$ cat config.mk
export PLATFORM = sky130hd
export DESIGN_NAME = cmp_token_join
export DESIGN_NICKNAME = d
export VERILOG_FILES = /design/src/rtl/cmp_token_join_pkg.sv /design/src/rtl/cmp_token_join_fifo.sv /design/src/rtl/cmp_token_join.sv
export SDC_FILE = /design/constraint.sdc
export NUM_CORES = 1
export LEC_CHECK = 0
export ABC_AREA = 1
export BUFFER_PORTS_ARGS = -buffer_cell sky130_fd_sc_hd__buf_2
export CORE_MARGIN = 10
export CORE_UTILIZATION = 59
export CTS_CLUSTER_DIAMETER = 120
export DETAILED_ROUTE_END_ITERATION = 6
export PLACE_DENSITY_LB_ADDON = 0.1
export SLEW_MARGIN = 20
export SYNTH_ARGS = -nofsm -noshare
export SYNTH_HDL_FRONTEND = slang
export SYNTH_SLANG_ARGS = --single-unit
$ cat constraint.sdc
create_clock -name CLK -period 3.08 [get_ports CLK]
set_input_delay 0.616 -clock CLK [delete_from_list [all_inputs] [get_ports CLK]]
set_output_delay 0.616 -clock CLK [all_outputs]
set_load 0.01 [all_outputs]
$ cat src/rtl/cmp_token_join_pkg.sv
// Shared definitions for the token-join compare node: compare-select encoding
// and the occupancy-count width helper.
package cmp_token_join_pkg;

  typedef enum logic [2:0] {
    OP_EQ  = 3'd0,
    OP_NE  = 3'd1,
    OP_LTU = 3'd2,
    OP_GEU = 3'd3,
    OP_LTS = 3'd4,
    OP_GES = 3'd5
  } cmp_op_e;

  // Counts must represent 0..DEPTH inclusive.
  function automatic int unsigned cnt_w(input int unsigned depth);
    return $clog2(depth) + 1;
  endfunction

endpackage

$ cat src/rtl/cmp_token_join_fifo.sv
// Per-channel token queue: circular buffer with registered occupancy.
// A push onto a full queue is accepted only when a pop frees a slot at the same edge.
module token_fifo
  import cmp_token_join_pkg::*;
#(
  parameter int unsigned N     = 16,
  parameter int unsigned DEPTH = 4
) (
  input  logic                      clk,
  input  logic                      rst,
  input  logic                      push,
  input  logic                      pop,
  input  logic [N-1:0]              din,
  output logic [N-1:0]              dout,
  output logic [cnt_w(DEPTH)-1:0]   count,
  output logic                      full,
  output logic                      empty,
  output logic                      drop
);

  localparam int unsigned CW = cnt_w(DEPTH);
  localparam int unsigned PW = $clog2(DEPTH);

  logic [N-1:0]  mem_q [DEPTH];
  logic [PW-1:0] wr_ptr_q, wr_ptr_d;
  logic [PW-1:0] rd_ptr_q, rd_ptr_d;
  logic [CW-1:0] count_q, count_d;
  logic          push_ok, pop_ok;

  assign full    = (count_q == CW'(DEPTH));
  assign empty   = (count_q == '0);
  assign pop_ok  = pop && !empty;
  assign push_ok = push && (!full || pop_ok);
  assign drop    = push && !push_ok;
  assign dout    = mem_q[rd_ptr_q];
  assign count   = count_q;

  always_comb begin
    wr_ptr_d = wr_ptr_q;
    rd_ptr_d = rd_ptr_q;
    count_d  = count_q;
    if (push_ok) wr_ptr_d = wr_ptr_q + PW'(1);
    if (pop_ok)  rd_ptr_d = rd_ptr_q + PW'(1);
    case ({push_ok, pop_ok})
      2'b10:   count_d = count_q + CW'(1);
      2'b01:   count_d = count_q - CW'(1);
      default: count_d = count_q;
    endcase
  end

  always_ff @(posedge clk or posedge rst) begin
    if (rst) begin
      wr_ptr_q <= '0;
      rd_ptr_q <= '0;
      count_q  <= '0;
    end else begin
      wr_ptr_q <= wr_ptr_d;
      rd_ptr_q <= rd_ptr_d;
      count_q  <= count_d;
    end
  end

  always_ff @(posedge clk) begin
    if (push_ok) mem_q[wr_ptr_q] <= din;
  end

endmodule

$ cat src/rtl/cmp_token_join.sv
// Dataflow compare node: queues operand tokens per channel, joins the heads
// and emits a one-cycle result token carrying the selected comparison outcome.
module cmp_token_join
  import cmp_token_join_pkg::*;
#(
  parameter int unsigned N     = 16,
  parameter int unsigned DEPTH = 4
) (
  input  logic                   CLK,
  input  logic                   RST,
  input  logic                   EN,
  input  logic [2:0]             OP,
  input  logic                   R_IN1,
  input  logic [N-1:0]           D_IN1,
  input  logic                   R_IN2,
  input  logic [N-1:0]           D_IN2,
  output logic                   R_OUT,
  output logic [N-1:0]           D_OUT,
  output logic                   OVF,
  output logic [$clog2(DEPTH):0] CNT1,
  output logic [$clog2(DEPTH):0] CNT2
);

  logic [N-1:0] head_a, head_b;
  logic         empty_a, empty_b, full_a, full_b, drop_a, drop_b;
  logic         join_fire;
  logic         r_out_q, r_out_d;
  logic [N-1:0] d_out_q, d_out_d;
  logic         ovf_q, ovf_d;
  logic         unused_full;

  function automatic logic cmp_fn(input logic [N-1:0] a, input logic [N-1:0] b,
                                  input logic [2:0] op);
    case (op)
      OP_EQ:   return a == b;
      OP_NE:   return a != b;
      OP_LTU:  return a < b;
      OP_GEU:  return !(a < b);
      OP_LTS:  return $signed(a) < $signed(b);
      OP_GES:  return !($signed(a) < $signed(b));
      default: return 1'b0;
    endcase
  endfunction

  // Pairing uses registered occupancy only, so a fresh token waits one edge.
  assign join_fire   = EN && !empty_a && !empty_b;
  assign unused_full = &{1'b0, full_a, full_b};

  token_fifo #(.N(N), .DEPTH(DEPTH)) u_fifo_a (
    .clk(CLK), .rst(RST), .push(EN && R_IN1), .pop(join_fire), .din(D_IN1),
    .dout(head_a), .count(CNT1), .full(full_a), .empty(empty_a), .drop(drop_a)
  );

  token_fifo #(.N(N), .DEPTH(DEPTH)) u_fifo_b (
    .clk(CLK), .rst(RST), .push(EN && R_IN2), .pop(join_fire), .din(D_IN2),
    .dout(head_b), .count(CNT2), .full(full_b), .empty(empty_b), .drop(drop_b)
  );

  always_comb begin
    r_out_d = join_fire;
    d_out_d = d_out_q;
    ovf_d   = ovf_q | drop_a | drop_b;
    if (join_fire) d_out_d = {{(N-1){1'b0}}, cmp_fn(head_a, head_b, OP)};
  end

  always_ff @(posedge CLK or posedge RST) begin
    if (RST) begin
      r_out_q <= 1'b0;
      d_out_q <= '0;
      ovf_q   <= 1'b0;
    end else begin
      r_out_q <= r_out_d;
      d_out_q <= d_out_d;
      ovf_q   <= ovf_d;
    end
  end

  assign R_OUT = r_out_q;
  assign D_OUT = d_out_q;
  assign OVF   = ovf_q;

endmodule

==> out/results.txt, run 1 <==
Clk_skew: 0.00931 ns
Type of the worst setup path: reg -> reg
Max-slew violations: 0
P&R area growth vs syn: 15.0%
Worst R2R Path Depth: 15
Post-DP HPWL: 8.33 mm
Buffers & Inverters on Critical Path: 2
Crit path required time: 3.48 ns
Hold WC Path Type: in -> async
Top cells by count, synth: 128 x edfxtp_1, 85 x nand2_1, 51 x nor2_1
Mean number of vias per cell: 5.41
Register area share after synthesis: 0.681
Max-slew headroom: 0.534
Worst path most repeated cell: nand2_1
Antenna fix cells: 0
Pre-CTS WS: 0.388 ns
Post-CTS Hold Buffers: 0
R2R Path Start: u_fifo_b.rd_ptr_q[1]
Clock Path Buffers: 2
Via count: 3888
Main synth FF type: edfxtp_1
Post-route DRC: 0
Top-count cell post-synth: edfxtp_1
Design area: 7210 sq um
GRT Total Usage: 0.173
Port bufs: 48
Largest stage delay, worst path: 0.41 ns
PD cells: 959 nW/um^2
ANT nets after route: 0
DRT iter0 DRCs: 245
Max Freq: 367 MHz
Clk Latency, worst-skew pair: 0.52 ns
Post-synth top area share: 0.613
Fin worst setup slack: 0.352 ns
First-pass GRT wire length: 19.8 mm
P_leak: 2.81 nW
Least-Margin Pin Slew: 0.699 ns
RSZ-0062 raised after global routing: no
Syn_area_per_cell: 12.4 sq um
Status: completed
GP Congestion: 0.873
Maxcap violations: 0
Placeable core area: 10300 sq um
Row cnt: 37
Tmin final: 2.73 ns
CP max stage cell: dfrtp_1
CP Max Fanout: 22
Die Area: 15200 sq um
Clk pin slew, worst setup/hold paths: 0.06 ns
Antenna violations before repair: 0
Post-CTS setup buffers: 0
Largest net degree at the start of global routing: 33
CTS tree: done
Die width: 123 um
Synth warn: 0
Vias in the first global route: 4028
Post-layout nets: 636
Largest vdd supply drop: 0.575 mV
Top delay family on crit path: simple AND/OR/NAND/NOR gates
Setup Viol. Count Final: 0
Final Power: 6.92 mW
FF-to-FF setup slack: 0.35 ns
Clock Tree Root: clkbuf_8
Post-synth EDFFs: 128
Die H: 123 um
Post-Syn Instances: 507
Crit path cell chain: inv_1 -> buf_12 -> a21oi_1 -> a32o_1 -> ha_1 -> nand2_1 -> nor2_1 -> nor2b_1 -> nand2_1 -> nand2_1 -> nand2_1 -> nand3_1 -> nand3_1 -> nand2_1 -> nand2_1
Post-synth cell types: 30
Arr. time, crit path: 3.13 ns
Post-CTS Resized: 0
Setup crit end kind: register
Max H-tree Level: 4
Post-synth top area cell: edfxtp_1
FF+latch count, synth: 145
Synth top area cells: edfxtp_1 61%, dfrtp_1 6.8%, nand2_1 5.1%
Clk sinks: 145
Fin Setup TNS: 0 ns
Async SR Flop Fraction: 0.117
Initial Util: 0.607
CTS buffer count: 17
Crit path launch type: register
Tcrit/Tclk final: 0.886
I/O pin count: 64
Final hold vios: 0
Layout cells sized above 1: 0.172
Post-synthesis cell area: 6270 sq um
GRT overflow: 0
WL/cell: 17.2 um
Worst r2r dst: D_OUT[0]
Post-DP Area: 6680 sq um
Final wirelength: 12.4 mm
Drt first pass iters: 4
==> final cells by class <==
cell class / count / area [sq um]
Fill cell: 699 / 3110
Multi-Input combinational cell: 305 / 1720
Tap cell: 136 / 170
Clock inverter: 14 / 118
Sequential cell: 145 / 4270
Inverter: 37 / 139
Clock buffer: 18 / 418
Timing Repair Buffer: 64 / 373
==> cells by family after synthesis <==
family,count (synthesis),synth area share
muxes,1,0.00180
DFF,145,0.681
and+or+nand+nor,157,0.101
adders and majority gates,26,0.0543
other,1,0.000598
xor gates and xnor gates,10,0.0140
AOI/OAI and AO/OA,96,0.0954
buffers and inverters,71,0.0527
==> layer usage <==
layer	global-route usage	part of all wire
met1	0.195	0.39
met3	0.0501	0.073
met2	0.300	0.52
met4	0.0764	0.015
met5	0	0
==> worst register-to-register path, cell delays in order, from the launching register on <==
cell	delay, ns
dfrtp_1	0.41
inv_1	0.29
buf_12	0.21
a21oi_1	0.06
a32o_1	0.22
ha_1	0.35
nand2_1	0.10
nor2_1	0.14
nor2b_1	0.25
nand2_1	0.14
nand2_1	0.10
nand2_1	0.08
nand3_1	0.08
nand3_1	0.08
nand2_1	0.06
nand2_1	0.05
==> where the power goes <==
part	internal (mW)	switching [mW]	leakage [nW]
clock	1.06	0.762	0.240
combinational	0.929	1.60	1.21
sequential	2.44	0.130	1.36
==> worst max path at each step <==
stage | endpoint | slack (ns) | cells past startpoint | startpoint
6_report | D_OUT[0] | 0.35 | 15 | u_fifo_b.rd_ptr_q[1]
5_1_grt | D_OUT[0] | 0.06 | 15 | u_fifo_b.rd_ptr_q[1]
4_1_cts | D_OUT[0] | 0.36 | 15 | u_fifo_b.rd_ptr_q[1]
3_5_place_dp | D_OUT[0] | 0.39 | 15 | u_fifo_b.rd_ptr_q[1]
3_3_place_gp | D_OUT[0] | 0.49 | 15 | u_fifo_b.rd_ptr_q[1]
2_1_floorplan | D_OUT[0] | 0.72 | 16 | u_fifo_b.rd_ptr_q[0]
==> cell usage in the layout, fill, tap and decap left out, types with 3 or more instances in the layout <==
cell type,n
a21oi_1,24
a32o_1,16
buf_2,48
buf_4,15
clkbuf_16,16
clkinv_1,3
clkinvlp_4,7
conb_1,15
dfrtp_1,17
edfxtp_1,128
ha_1,24
inv_1,34
nand2_1,85
nand3_1,10
nor2_1,51
nor3_1,6
o21ai_0,37
o22ai_1,16
xor2_1,10
==> sequential cells by signal (all words and copies together), names as in the netlist <==
signal             flops
u_fifo_a.wr_ptr_q      2
OVF                    1
u_fifo_b.count         3
u_fifo_a.count         3
u_fifo_b.wr_ptr_q      2
u_fifo_b.mem_q        64
u_fifo_b.rd_ptr_q      2
R_OUT                  1
u_fifo_a.rd_ptr_q      2
u_fifo_a.mem_q        64
D_OUT                  1
==> metrics by stage <==
step,util,instances,hold WS (ns)
after floorplan,-,521,0.457
after global placement,0.647,687,0.457
after detailed placement,0.647,687,0.474
after CTS,0.698,719,0.200
after global routing,0.698,719,0.219
final,0.698,719,0.197
(Power assumes the default switching activity.)
==> run 2, diff against run 1 <==
--- a/config.mk
+++ b/config.mk
@@ -7,8 +7,10 @@
 export LEC_CHECK = 0
 export ABC_AREA = 1
 export BUFFER_PORTS_ARGS = -buffer_cell sky130_fd_sc_hd__buf_2
+export CELL_PAD_IN_SITES_DETAIL_PLACEMENT = 1
+export CELL_PAD_IN_SITES_GLOBAL_PLACEMENT = 2
 export CORE_MARGIN = 10
-export CORE_UTILIZATION = 59
+export CORE_UTILIZATION = 40
 export CTS_CLUSTER_DIAMETER = 120
 export DETAILED_ROUTE_END_ITERATION = 6
 export PLACE_DENSITY_LB_ADDON = 0.1
==> run 2 against run 1 <==
Net effect: sequential share of layout area decreased by 1.1 points; via count increased by 0.51%; non-clock buffer count unchanged; die area increased by 39%; final cell count increased by 11%; first-iteration DRC count increased by 0.41%; combinational power about the same; highest routed layer unchanged; clock skew decreased by 0.0047 ns; largest cell class unchanged; sequential cell count unchanged.
==> out/results.txt, run 2 (same netlist as run 1, synthesis figures left out) <==
Design area: 7350 sq um (was 7210 sq um)
Commonest non-fill, non-tap cell in the layout: edfxtp_1 (unchanged)
Largest vdd supply drop: 0.459 mV (was 0.575 mV)
Max-slew violations: 0 (unchanged)
Vias in the first global route: 4359 (was 4028)
Row cnt: 45 (was 37)
Placeable core area: 15300 sq um (was 10300 sq um)
Final wirelength: 14.2 mm (was 12.4 mm)
Die width: 145 um (was 123 um)
Post-DP HPWL: 9.54 mm (was 8.33 mm)
CTS buffer count: 17 (unchanged)
Port bufs: 48 (unchanged)
Fin worst setup slack: 0.394 ns (was 0.352 ns)
Final Power: 7.12 mW (was 6.92 mW)
Hold WC Path Type: in -> async (unchanged)
P_leak: 2.85 nW (was 2.81 nW)
Type of the worst setup path: reg -> reg (unchanged)
Met3 global-route usage: 0.0466 (was 0.0501)
Clk sinks: 145 (unchanged)
Pre-CTS WS: 0.286 ns (was 0.388 ns)
Final hold vios: 0 (unchanged)
Via count: 3908 (was 3888)
Largest net degree at the start of global routing: 34 (was 33)
Post-layout nets: 636 (unchanged)
Worst r2r dst: D_OUT[0] (unchanged)
Met2 Use GR: 0.241 (was 0.300)
I/O pin count: 64 (unchanged)
First-pass GRT wire length: 22.6 mm (was 19.8 mm)
Die H: 145 um (was 123 um)
Setup crit end kind: register (unchanged)
Most frequent cells in the layout: 128 x edfxtp_1, 85 x nand2_1, 51 x nor2_1 (unchanged)
Crit path launch type: register (unchanged)
P&R area growth vs syn: 17.2% (was 15.0%)
PD cells: 969 nW/um^2 (was 959 nW/um^2)
Tmin final: 2.69 ns (was 2.73 ns)
Biggest regs: u_fifo_a.mem_q (64), u_fifo_b.mem_q (64) (unchanged)
Post-CTS Hold Buffers: 0 (unchanged)
Maxcap violations: 0 (unchanged)
GR Util met1: 0.150 (was 0.195)
Post-DP Area: 6770 sq um (was 6680 sq um)
Placed Cells: 762 (was 687)
Mean number of vias per cell: 4.92 (was 5.41)
RSZ-0062 raised after global routing: no (unchanged)
Max H-tree Level: 4 (unchanged)
Clk_skew: 0.00466 ns (was 0.00931 ns)
Clk pin slew, worst setup/hold paths: 0.06 ns (about the same)
Max Freq: 372 MHz (was 367 MHz)
Die Area: 21100 sq um (was 15200 sq um)
Clock Tree Root: clkbuf_16 (was clkbuf_8)
R2R Path Start: u_fifo_b.rd_ptr_q[1] (unchanged)
Final std cells w/o fill: 795 (was 719)
GRT overflow: 0 (unchanged)
WL/cell: 17.9 um (was 17.2 um)
Post-route DRC: 0 (unchanged)
Antenna violations before repair: 1 (was 0)
CTS tree: done (unchanged)
Status: completed (unchanged)
Worst R2R Path Depth: 15 (unchanged)
DRT iter0 DRCs: 246 (was 245)
Crit path required time: 3.39 ns (was 3.48 ns)
Global route hottest layer: met2 (unchanged)
GP Congestion: 0.727 (was 0.873)
Clk Latency, worst-skew pair: 0.42 ns (was 0.52 ns)
FF-to-FF setup slack: 0.39 ns (was 0.35 ns)
Arr. time, crit path: 3.00 ns (was 3.13 ns)
Fin Setup TNS: 0 ns (unchanged)
Drt first pass iters: 4 (unchanged)
GRT Total Usage: 0.137 (was 0.173)
Least-Margin Pin Slew: 0.798 ns (was 0.699 ns)
Clock Path Buffers: 2 (unchanged)
CP Max Fanout: 22 (unchanged)
Layout cells sized above 1: 0.166 (was 0.172)
ANT nets after route: 0 (unchanged)
Initial Util: 0.411 (was 0.607)
Tcrit/Tclk final: 0.872 (was 0.886)
Max-slew headroom: 0.467 (was 0.534)
Setup Viol. Count Final: 0 (unchanged)
run 2: per-stage QoR:
stage / utilization / hold slack, ns
3_5_place_dp: 0.444 / 0.474
6_report: 0.482 / 0.335
2_1_floorplan: - / 0.457
5_1_grt: 0.481 / 0.375
4_1_cts: 0.481 / 0.344
3_3_place_gp: 0.444 / 0.481
run 2: worst max-delay path, stage by stage (launching register included):
cell and delay [ns]:
dfrtp_1 0.41, inv_1 0.29, buf_12 0.21, a21oi_1 0.06
a32o_1 0.22, ha_1 0.34, nand2_1 0.09, nor2_1 0.13
nor2b_1 0.24, nand2_1 0.12, nand2_1 0.10, nand2_1 0.08
nand3_1 0.08, nand3_1 0.08, nand2_1 0.06, nand2_1 0.05
run 2: metal layers:
| layer | share of wire | wire (um) |
|---|---|---|
| met1 | 0.42 | 5960 |
| met3 | 0.053 | 750 |
| met4 | 0.014 | 201 |
| met2 | 0.51 | 7290 |
| met5 | 0 | 0 |
run 2: repair_timing:
item	CTS	global route
setup endpoints to repair	0	1
hold endpoints to repair	0	0
gates resized for setup	0	1
buffers inserted	0	0
run 2: final cells by class:
type	instances	area (sq um)
fillers	1612	7910
flip-flops and latches	145	4270
multi-input cells	305	1720
clock buffers	17	425
repair buffers	64	373
well taps	211	264
clock inverters	15	148
inverters	37	143
diodes	1	2.50
run 2: how the worst max path moves through the flow:
stage                     cells past startpoint            startpoint  endpoint  slack (ns)
after floorplan                              16  u_fifo_b.rd_ptr_q[0]  D_OUT[0]        0.72
after global placement                       15  u_fifo_b.rd_ptr_q[1]  D_OUT[0]        0.44
after detailed placement                     15  u_fifo_b.rd_ptr_q[0]  D_OUT[0]        0.29
after CTS                                    15  u_fifo_b.rd_ptr_q[0]  D_OUT[0]        0.27
after global routing                         15  u_fifo_b.rd_ptr_q[1]  D_OUT[0]        0.06
final                                        15  u_fifo_b.rd_ptr_q[1]  D_OUT[0]        0.39
run 2: where the power goes:
part | leakage, nW | internal (mW) | switching (mW)
clock | 0.279 | 1.25 | 0.755
combinational | 1.21 | 0.929 | 1.62
sequential | 1.36 | 2.44 | 0.128
total | 2.85 | 4.62 | 2.50
==> run 3, diff against run 2 <==
--- a/config.mk
+++ b/config.mk
@@ -13,7 +13,7 @@
 export CORE_UTILIZATION = 40
 export CTS_CLUSTER_DIAMETER = 120
 export DETAILED_ROUTE_END_ITERATION = 6
-export PLACE_DENSITY_LB_ADDON = 0.1
+export PLACE_DENSITY = 0.82
 export SLEW_MARGIN = 20
 export SYNTH_ARGS = -nofsm -noshare
 export SYNTH_HDL_FRONTEND = slang
==> constraint.sdc (replaced) <==
create_clock -name CLK -period 3.08 [get_ports CLK]
set_input_delay 0.616 -clock CLK [delete_from_list [all_inputs] [get_ports CLK]]
set_output_delay 0.616 -clock CLK [all_outputs]
set_load 0.05 [all_outputs]
==> run 3 against run 2 <==
Net effect: clock power shrank 7%; worst hold slack got worse by 0.021 ns; wire length increased by 1.8%; critical path depth is the same; combinational power rose by 10%; fmax rose by 3.6%; non-clock buffer count grew 3; sequential share of layout area increased by 0.15 points; largest power group is now combinational cells.
==> out/results.txt, run 3 (same netlist as run 1, synthesis figures left out) <==
Status: completed (unchanged)
Worst path most repeated cell: nand2_1 (unchanged)
Commonest non-fill, non-tap cell in the layout: edfxtp_1 (unchanged)
Setup Viol. Count Final: 0 (unchanged)
Clock Path Buffers: 2 (unchanged)
Total stage count of the critical path: 15 (unchanged)
CTS tree: done (unchanged)
Worst setup path endpoint: D_OUT[0] (unchanged)
Biggest regs: u_fifo_a.mem_q (64), u_fifo_b.mem_q (64) (unchanged)
Vias in the first global route: 4315 (was 4359)
Crit path required time: 3.39 ns (about the same)
Setup crit end kind: register (unchanged)
Clock Tree Root: clkbuf_16 (unchanged)
Clk_skew: 0.00850 ns (was 0.00466 ns)
Clk sinks: 145 (unchanged)
Worst R2R Path Depth: 15 (unchanged)
Max H-tree Level: 4 (unchanged)
Hold WC Path Type: in -> async (unchanged)
Least-Margin Pin Slew: 0.738 ns (was 0.798 ns)
Post-CTS Resized: 0 (unchanged)
Post-CTS Hold Buffers: 0 (unchanged)
Post-DP HPWL: 9.86 mm (was 9.54 mm)
Most frequent cells in the layout: 128 x edfxtp_1, 85 x nand2_1, 51 x nor2_1 (unchanged)
Crit path cell chain: inv_1 -> buf_12 -> a21oi_1 -> a32o_1 -> ha_1 -> a21oi_1 -> o21ai_0 -> a21oi_1 -> nand2_1 -> nand2_1 -> nand2_1 -> nand2_1 -> nand3_1 -> nand2_1 -> nand2_1 (was inv_1 -> buf_12 -> a21oi_1 -> a32o_1 -> ha_1 -> nand2_1 -> nor2_1 -> nor2b_1 -> nand2_1 -> nand2_1 -> nand2_1 -> nand3_1 -> nand3_1 -> nand2_1 -> nand2_1)
Largest stage delay, worst path: 0.40 ns (was 0.41 ns)
Antenna violations before repair: 1 (unchanged)
GP Congestion: 0.832 (was 0.727)
First-pass GRT wire length: 22.6 mm (about the same)
Via count: 3969 (was 3908)
Tmin final: 2.59 ns (was 2.69 ns)
PD cells: 989 nW/um^2 (was 969 nW/um^2)
Clk pin slew, worst setup/hold paths: 0.06 ns (about the same)
Initial Util: 0.411 (unchanged)
Layout Utilization: 0.480 (was 0.482)
P_leak: 2.85 nW (about the same)
Post-CTS setup buffers: 0 (unchanged)
Die width: 145 um (unchanged)
Cell internal pwr: 4.55 mW (was 4.62 mW)
Crit path launch type: register (unchanged)
RSZ-0062 raised after global routing: no (unchanged)
Top delay family on crit path: compound AO/OA/AOI/OAI gates (was simple AND/OR/NAND/NOR gates)
Pre-CTS WS: 0.475 ns (was 0.286 ns)
Layout cells sized above 1: 0.169 (was 0.166)
Drt first pass iters: 6 (was 4)
Clock share of power: 0.258 (was 0.281)
CP Launch Point: u_fifo_b.rd_ptr_q[1] (unchanged)
R2R Path Start: u_fifo_b.rd_ptr_q[1] (unchanged)
Largest vdd supply drop: 0.606 mV (was 0.459 mV)
Reg power frac: 0.354 (was 0.361)
Die H: 145 um (unchanged)
Filler cells: 1592 (was 1612)
GRT Total Usage: 0.137 (about the same)
Design area: 7330 sq um (was 7350 sq um)
ANT nets after route: 0 (unchanged)
Port bufs: 48 (unchanged)
Worst r2r dst: D_OUT[0] (unchanged)
DRT iter0 DRCs: 195 (was 246)
Maxcap violations: 0 (unchanged)
Final wirelength: 14.5 mm (was 14.2 mm)
Buffers & Inverters on Critical Path: 2 (unchanged)
FF-to-FF setup slack: 0.49 ns (was 0.39 ns)
Clk Latency, worst-skew pair: 0.42 ns (about the same)
CP max stage cell: dfrtp_1 (unchanged)
Die Area: 21100 sq um (unchanged)
Post-DP Area: 6790 sq um (was 6770 sq um)
Type of the worst setup path: reg -> reg (unchanged)
Post-layout nets: 639 (was 636)
Final hold vios: 0 (unchanged)
P&R area growth vs syn: 16.9% (was 17.2%)
Arr. time, crit path: 2.90 ns (was 3.00 ns)
Fin worst setup slack: 0.488 ns (was 0.394 ns)
Final Power: 7.25 mW (was 7.12 mW)
Max Freq: 386 MHz (was 372 MHz)
Tcrit/Tclk final: 0.842 (was 0.872)
Max-slew violations: 0 (unchanged)
CTS buffer count: 17 (unchanged)
Fin Setup TNS: 0 ns (unchanged)
Post-route DRC: 0 (unchanged)
Sw Pwr: 2.70 mW (was 2.50 mW)
Sw Share: 0.373 (was 0.351)
Largest net degree at the start of global routing: 33 (was 34)
WL/cell: 18.1 um (was 17.9 um)
Row cnt: 45 (unchanged)
CP Max Fanout: 21 (was 22)
I/O pin count: 64 (unchanged)
Logic pwr share: 0.388 (was 0.358)
Mean number of vias per cell: 4.97 (was 4.92)
Placeable core area: 15300 sq um (unchanged)
GRT overflow: 0 (unchanged)
Max-slew headroom: 0.507 (was 0.467)
run 3: final cells by class:
type,instances,area [sq um],area share
tap,211,264,0.0360
inverter,37,139,0.0189
clock buffer,25,475,0.0649
antenna,2,5.00,0.000683
multi-input combinational,305,1720,0.235
sequential,145,4270,0.582
timing repair buffer,67,395,0.0539
clock inverter,6,57.6,0.00785
run 3: worst min-delay path by stage:
stage	endpoint	slack, ns	cells after the start
floorplan	u_fifo_b.rd_ptr_q[1]	0.46	1
global placement	OVF	0.46	2
detailed placement	u_fifo_b.rd_ptr_q[1]	0.49	1
CTS	R_OUT	0.33	2
global route	OVF	0.36	2
finish	u_fifo_b.count[2]	0.31	2
run 3: per-stage QoR:
step	std cells	hold slack [ns]
2_1_floorplan	521	0.457
3_3_place_gp	765	0.464
3_5_place_dp	765	0.486
4_1_cts	796	0.326
5_1_grt	796	0.361
6_report	798	0.314
run 3: power groups by stage:
| stage | registers [mW] | clock network [mW] | logic (mW) |
|---|---|---|---|
| 6_report | 2.57 | 1.87 | 2.81 |
| 5_1_grt | 2.60 | 2.00 | 3.15 |
| 4_1_cts | 2.57 | 1.92 | 2.86 |
| 3_5_place_dp | 2.61 | 0 | 2.83 |
| 3_3_place_gp | 2.59 | 0 | 2.69 |
| 2_1_floorplan | 2.76 | 0 | 1.80 |
run 3: routing by layer:
| metal | track usage | wire [um] | share of wire |
|---|---|---|---|
| met1 | 0.155 | 6280 | 0.43 |
| met2 | 0.231 | 7190 | 0.50 |
| met3 | 0.0422 | 660 | 0.046 |
| met5 | 0 | 0 | 0 |
| met4 | 0.0688 | 338 | 0.023 |
